===== src/rtl/ppu_pkg.sv =====
// rtl/ppu_pkg.sv - shared PPU pixel-path widths, constants and sprite-pixel bundle
package ppu_pkg;

   localparam int PAL_ADDR_W = 5;
   localparam int COLOR_W    = 6;

   localparam logic [PAL_ADDR_W-1:0] BACKDROP_ADDR = 5'h00;

   typedef struct packed {
      logic [1:0] pat;
      logic [1:0] pal;
      logic       behind;
      logic       is_zero;
   } spr_pix_t;

   localparam int SPR_PIX_W = $bits(spr_pix_t);

   // Grayscale keeps only the luma row of the colour index.
   function automatic logic [COLOR_W-1:0] apply_gray(input logic gray,
                                                     input logic [COLOR_W-1:0] c);
      return gray ? {c[5:4], 4'b0000} : c;
   endfunction

endpackage


===== src/rtl/ppu_prio_resolve.sv =====
// rtl/ppu_prio_resolve.sv - combinational bg/sprite opacity, priority and palette address select
module ppu_prio_resolve
   import ppu_pkg::*;
#(
   parameter int X_W       = 8,
   parameter int LEFT_CLIP = 8
) (
   input  logic [X_W-1:0]        dot_x,
   input  logic                  show_bg,
   input  logic                  show_spr,
   input  logic                  show_bg_left,
   input  logic                  show_spr_left,
   input  logic [1:0]            bg_pat,
   input  logic [1:0]            bg_pal,
   input  logic [SPR_PIX_W-1:0]  spr_pix,
   input  logic [13:0]           vaddr,
   output logic [PAL_ADDR_W-1:0] addr,
   output logic                  hit_cand
);

   spr_pix_t spr;
   logic     left;
   logic     bg_op;
   logic     sp_op;
   logic     render_off;
   logic     unused_vaddr;

   assign spr          = spr_pix_t'(spr_pix);
   assign left         = (dot_x < X_W'(LEFT_CLIP));
   assign bg_op        = show_bg  & (~left | show_bg_left)  & (bg_pat  != 2'b00);
   assign sp_op        = show_spr & (~left | show_spr_left) & (spr.pat != 2'b00);
   assign render_off   = ~show_bg & ~show_spr;
   assign unused_vaddr = ^vaddr[7:5];

   // Hit ignores sprite priority; the last dot of the line never hits.
   assign hit_cand = bg_op & sp_op & spr.is_zero & (dot_x != X_W'(255));

   always_comb begin
      addr = BACKDROP_ADDR;
      if (render_off) begin
         // With rendering off the backdrop follows vaddr when it points into palette space.
         if (vaddr[13:8] == 6'h3F)
            addr = vaddr[4:0];
      end else if (sp_op && (!bg_op || !spr.behind)) begin
         addr = {1'b1, spr.pal, spr.pat};
      end else if (bg_op) begin
         addr = {1'b0, bg_pal, bg_pat};
      end
   end

endmodule


===== src/rtl/ppu_pixel_mux.sv =====
// rtl/ppu_pixel_mux.sv - two-stage PPU pixel pipeline; PPU_PIXEL_MUX_EMPHASIS_EN builds the emphasis delay line
module ppu_pixel_mux
   import ppu_pkg::*;
#(
   parameter int X_W       = 8,
   parameter int LEFT_CLIP = 8
) (
   input  logic                  clock,
   input  logic                  reset_n,
   input  logic                  pix_en,
   input  logic [X_W-1:0]        dot_x,
   input  logic                  clear_flags,
   input  logic                  show_bg,
   input  logic                  show_spr,
   input  logic                  show_bg_left,
   input  logic                  show_spr_left,
   input  logic                  grayscale,
   input  logic [2:0]            emphasis,
   input  logic [1:0]            bg_pat,
   input  logic [1:0]            bg_pal,
   input  logic [1:0]            spr_pat,
   input  logic [1:0]            spr_pal,
   input  logic                  spr_behind,
   input  logic                  spr_is_zero,
   input  logic [13:0]           vaddr,
   output logic [PAL_ADDR_W-1:0] pal_addr,
   input  logic [COLOR_W-1:0]    pal_data,
   output logic                  pix_valid,
   output logic [COLOR_W-1:0]    pix_color,
   output logic [2:0]            pix_emph,
   output logic                  spr0_hit
);

   spr_pix_t              spr;
   logic [PAL_ADDR_W-1:0] addr_next;
   logic                  hit_cand;
   logic                  en_q1;
   logic                  gray_q1;

   assign spr = '{pat: spr_pat, pal: spr_pal, behind: spr_behind, is_zero: spr_is_zero};

   ppu_prio_resolve #(
      .X_W       (X_W),
      .LEFT_CLIP (LEFT_CLIP)
   ) u_prio (
      .dot_x         (dot_x),
      .show_bg       (show_bg),
      .show_spr      (show_spr),
      .show_bg_left  (show_bg_left),
      .show_spr_left (show_spr_left),
      .bg_pat        (bg_pat),
      .bg_pal        (bg_pal),
      .spr_pix       (spr),
      .vaddr         (vaddr),
      .addr          (addr_next),
      .hit_cand      (hit_cand)
   );

   // Stage 1: address and per-dot controls; stage 2: palette data to colour.
   always_ff @(posedge clock or negedge reset_n) begin
      if (!reset_n) begin
         pal_addr  <= BACKDROP_ADDR;
         en_q1     <= 1'b0;
         gray_q1   <= 1'b0;
         pix_valid <= 1'b0;
         pix_color <= '0;
      end else begin
         en_q1     <= pix_en;
         pix_valid <= en_q1;
         if (pix_en) begin
            pal_addr <= addr_next;
            gray_q1  <= grayscale;
         end
         if (en_q1)
            pix_color <= apply_gray(gray_q1, pal_data);
      end
   end

   always_ff @(posedge clock or negedge reset_n) begin
      if (!reset_n)
         spr0_hit <= 1'b0;
      else if (clear_flags)
         spr0_hit <= 1'b0;
      else if (pix_en && hit_cand)
         spr0_hit <= 1'b1;
   end

`ifdef PPU_PIXEL_MUX_EMPHASIS_EN
   logic [2:0] emph_q1;

   always_ff @(posedge clock or negedge reset_n) begin
      if (!reset_n) begin
         emph_q1  <= 3'b000;
         pix_emph <= 3'b000;
      end else begin
         if (pix_en)
            emph_q1 <= emphasis;
         if (en_q1)
            pix_emph <= emph_q1;
      end
   end
`else
   logic unused_emphasis;

   assign unused_emphasis = ^emphasis;
   assign pix_emph        = 3'b000;
`endif

endmodule


===== config.mk =====
export PLATFORM = sky130hd
export DESIGN_NAME = ppu_pixel_mux
export DESIGN_NICKNAME = d
export VERILOG_FILES = /design/src/rtl/ppu_pkg.sv /design/src/rtl/ppu_prio_resolve.sv /design/src/rtl/ppu_pixel_mux.sv
export SDC_FILE = /design/constraint.sdc
export NUM_CORES = 1
export LEC_CHECK = 0
export CAP_MARGIN = 15
export CORE_MARGIN = 2
export CORE_UTILIZATION = 29
export DETAILED_ROUTE_END_ITERATION = 10
export PLACE_DENSITY = 0.72
export SLEW_MARGIN = 15
export SYNTH_ARGS = -nofsm -noshare
export SYNTH_HDL_FRONTEND = slang
export SYNTH_SLANG_ARGS = --single-unit
export TNS_END_PERCENT = 1

===== constraint.sdc =====
create_clock -name clock -period 1 [get_ports clock]
set_input_delay 0.1 -clock clock [delete_from_list [all_inputs] [get_ports clock]]
set_output_delay 0.1 -clock clock [all_outputs]
set_load 0.1 [all_outputs]

==> impl_metrics.yaml <==
status:
  status: "finished clean"
die:
  ios: 66
  rows: 19
  die_h_um: 57.1
  die_w_um: 57.1
  dieArea_sq_um: 3260
  start_util: 0.302
  coreArea_sq_um: 2710
power_and_ir_drop:
  combPwrFrac: 0.487
  power_density_nw_per_um2: 1220
  swShare: 0.404
  p_switching_mw: 0.827
  power.leakage_nw: 0.716
  p_int_mw: 1.22
  ir_drop_uv: 920
  clock_power_share: 0.159
  p_seq_frac: 0.354
  finalPower_mw: 2.05
sta:
  setup_viol: 0
  drv_slew: 0
  finalCriticalPeriod_ns: 0.987
  period_share: 0.987
  hold_viol: 0
  fin_tns_setup_ns: 0
  clock_skew_ns: 0.000181
  max_freq_ghz: 1.01
  rsz0062_at_grt: "yes"
  timing.hold.ws_ns: 0.145
synth:
  syn_area_sq_um: 818
  ys_seq_elements: 15
  synth_ff_type: "dfrtp_1"
  yosysWarnings: 0
  yosysSeqAreaShare: 0.459
  async_flop_share: 1.00
  synth_edf_count: 0
  ys_types: 23
  syn-instance-count: 79
  syn_avg_cell_area_sq_um: 10.4
cts:
  cts_hold_buf: 0
  clk_root_buffer_cell: "clkbuf_4"
  cts_max_level: 1
  path_clk_slew_ns: 0.08
  clock-sinks: 15
  cts_made_buffers: 3
  clockBufferDepth: 2
  clk_latency_ns: 0.27
  cts_tree: "built"
setup_path:
  crit_path_start_kind: "flip-flop"
  cp.required_ns: 0.90
  crit_buf_inv: 1
  crit_slowest_cell: "dfrtp_1"
  end_kind: "primary output"
  r2r_slack_ns: 0.14
  timing.rr.end: "pix_color[1]$_DFFE_PN0P_"
  cp-startpoint: "spr0_hit$_DFFE_PN0P_"
  critical-path-max-stage-delay_ns: 0.42
  cpLargestDelayFamily: "flip-flops"
  crit_path_max_fanout: 2
  cp.arrival_ns: 0.89
  cp_cell_sequence: "buf_12"
  reg2reg_depth: 3
  critPathKind: "reg2out"
  r2r-start: "en_q1$_DFF_PN0_"
hold_path:
  hold_path_class: "in2async"
route:
  via_count: 884
  antenna_left: 0
  totalWireLength_mm: 2.46
  drt-vias-per-instance: 5.02
  drtPass1Iterations: 4
  dr.first_iter.drc_count: 15
  post_drt_wl_per_cell_um: 14.0
  drc: 0
placement:
  place_hpwl_mm: 1.94
  gp_congestion: 0.780
  io_buffers: 56
final_layout:
  drive_gt1_frac: 0.386
  nets: 196
  n_antenna_cell: 0
  filler_cell_count: 226
  synthToLayoutAreaGrowth_pct: 105
grt:
  grt_usage: 0.163
  antenna_found_initial: 0
  grt_overflow: 0
  grt_pass1_wl_mm: 4.10
  grt_pass1_vias: 982
  grt_max_degree: 16
flow_run:
  drv_cap: 0
==> worst register-to-register path, cell delays in order, from the launching register on <==
cell	delay [ns]
dfrtp_1	0.41
buf_4	0.17
nand3b_1	0.08
o21ai_0	0.09
==> through the flow <==
stage	std cells	setup slack [ns]	instance area [sq um]	utilization
6_report	176	0.0127	1680	0.619
5_1_grt	176	-0.0218	1680	0.619
4_1_cts	176	-0.00667	1670	0.615
3_5_place_dp	171	-0.577	1590	0.586
3_3_place_gp	171	-0.522	1590	0.586
2_1_floorplan	81	-0.252	830	-
==> power by group through the flow <==
stage	clock network [mW]	registers [mW]	logic, mW
2_1_floorplan	0	1.07	0.177
3_3_place_gp	0	0.736	0.979
3_5_place_dp	0	0.738	0.989
4_1_cts	0.341	0.727	0.996
5_1_grt	0.368	0.733	1.04
6_report	0.326	0.725	0.998
==> how the worst max path moves through the flow <==
stage / endpoint / slack, ns / cells after the start
finish: spr0_hit / 0.01 / 1
global placement: pal_addr[4]$_DFFE_PN0P_ / -0.52 / 5
global route: pal_addr[3] / -0.02 / 1
floorplan: pal_addr[1]$_DFFE_PN0P_ / -0.25 / 2
detailed placement: pal_addr[0]$_DFFE_PN0P_ / -0.58 / 5
CTS: pal_addr[4]$_DFFE_PN0P_ / -0.007 / 5
==> routing by layer <==
metal  GRT usage  wire length, um  vias to the layer above
li1            -                -                      419
met3      0.0454              261                        7
met4      0.0864               57                        0
met2       0.287             1230                       65
met1       0.176              910                      393
met5           0                0                        -
==> layout by cell type (no fill, tap or decap), drive strengths merged, types with 3 or more instances in the layout <==
cell,synthesis,final
nor2,7,7
clkbuf,2,7
dlygate4sd2,0,13
inv,5,5
nand3,4,4
conb,1,3
buf,3,22
a41oi,4,4
dlymetal6s2s,0,4
dfrtp,15,15
nor4,3,3
nand3b,4,4
clkdlybuf4s50,0,22
nand4,3,3
o21ai,7,7
o211ai,4,4
mux2,3,3
nand2,5,5
a21oi,3,3
==> sequential cells by signal, summed over array words and instances, names as in the netlist <==
register and cells:
pix_color 6, pal_addr 5, en_q1 1, gray_q1 1, pix_valid 1, spr0_hit 1
==> what timing repair did <==
item | 4_1_cts | 5_1_grt
endpoints found under the hold margin | 0 | 0
resized for setup | 37 | 13
setup endpoints to repair | 6 | 15
pin swaps | 14 | 12
buffers inserted | 1 | 0
==> synth_stat cells (3+ instances only) <==
cell type  number  area, sq um
nand3b_1        4         30.0
a41oi_2         4         65.1
buf_4           3         22.5
o211ai_1        4         30.0
inv_1           5         18.8
nand2_1         5         18.8
nand3_1         4         20.0
nand4_1         3         18.8
mux2_2          3         33.8
o21ai_0         7         35.0
dfrtp_1        15          375
nor2_1          7         26.3
a21oi_1         3         15.0
==> layout make-up <==
class | count | area (sq um) | area share
Inverter | 5 | 18.8 | 0.0112
Clock buffer | 4 | 26.3 | 0.0157
Timing Repair Buffer | 65 | 737 | 0.439
Multi-Input combinational cell | 56 | 478 | 0.285
Sequential cell | 15 | 379 | 0.226
Tap cell | 31 | 38.8 | 0.0231
==> kinds of logic (layout without fill, tap and decap cells) <==
logic type | after synthesis | in the layout | share of synthesized area
AND/OR/NAND/NOR | 26 | 26 | 0.196
flip-flops | 15 | 15 | 0.459
AO/OA/AOI/OAI | 24 | 24 | 0.240
multiplexers | 3 | 3 | 0.0413
other | 1 | 3 | 0.00458
buffers and inverters | 10 | 74 | 0.0596
No activity file was read; power rests on OpenSTA's default activity.
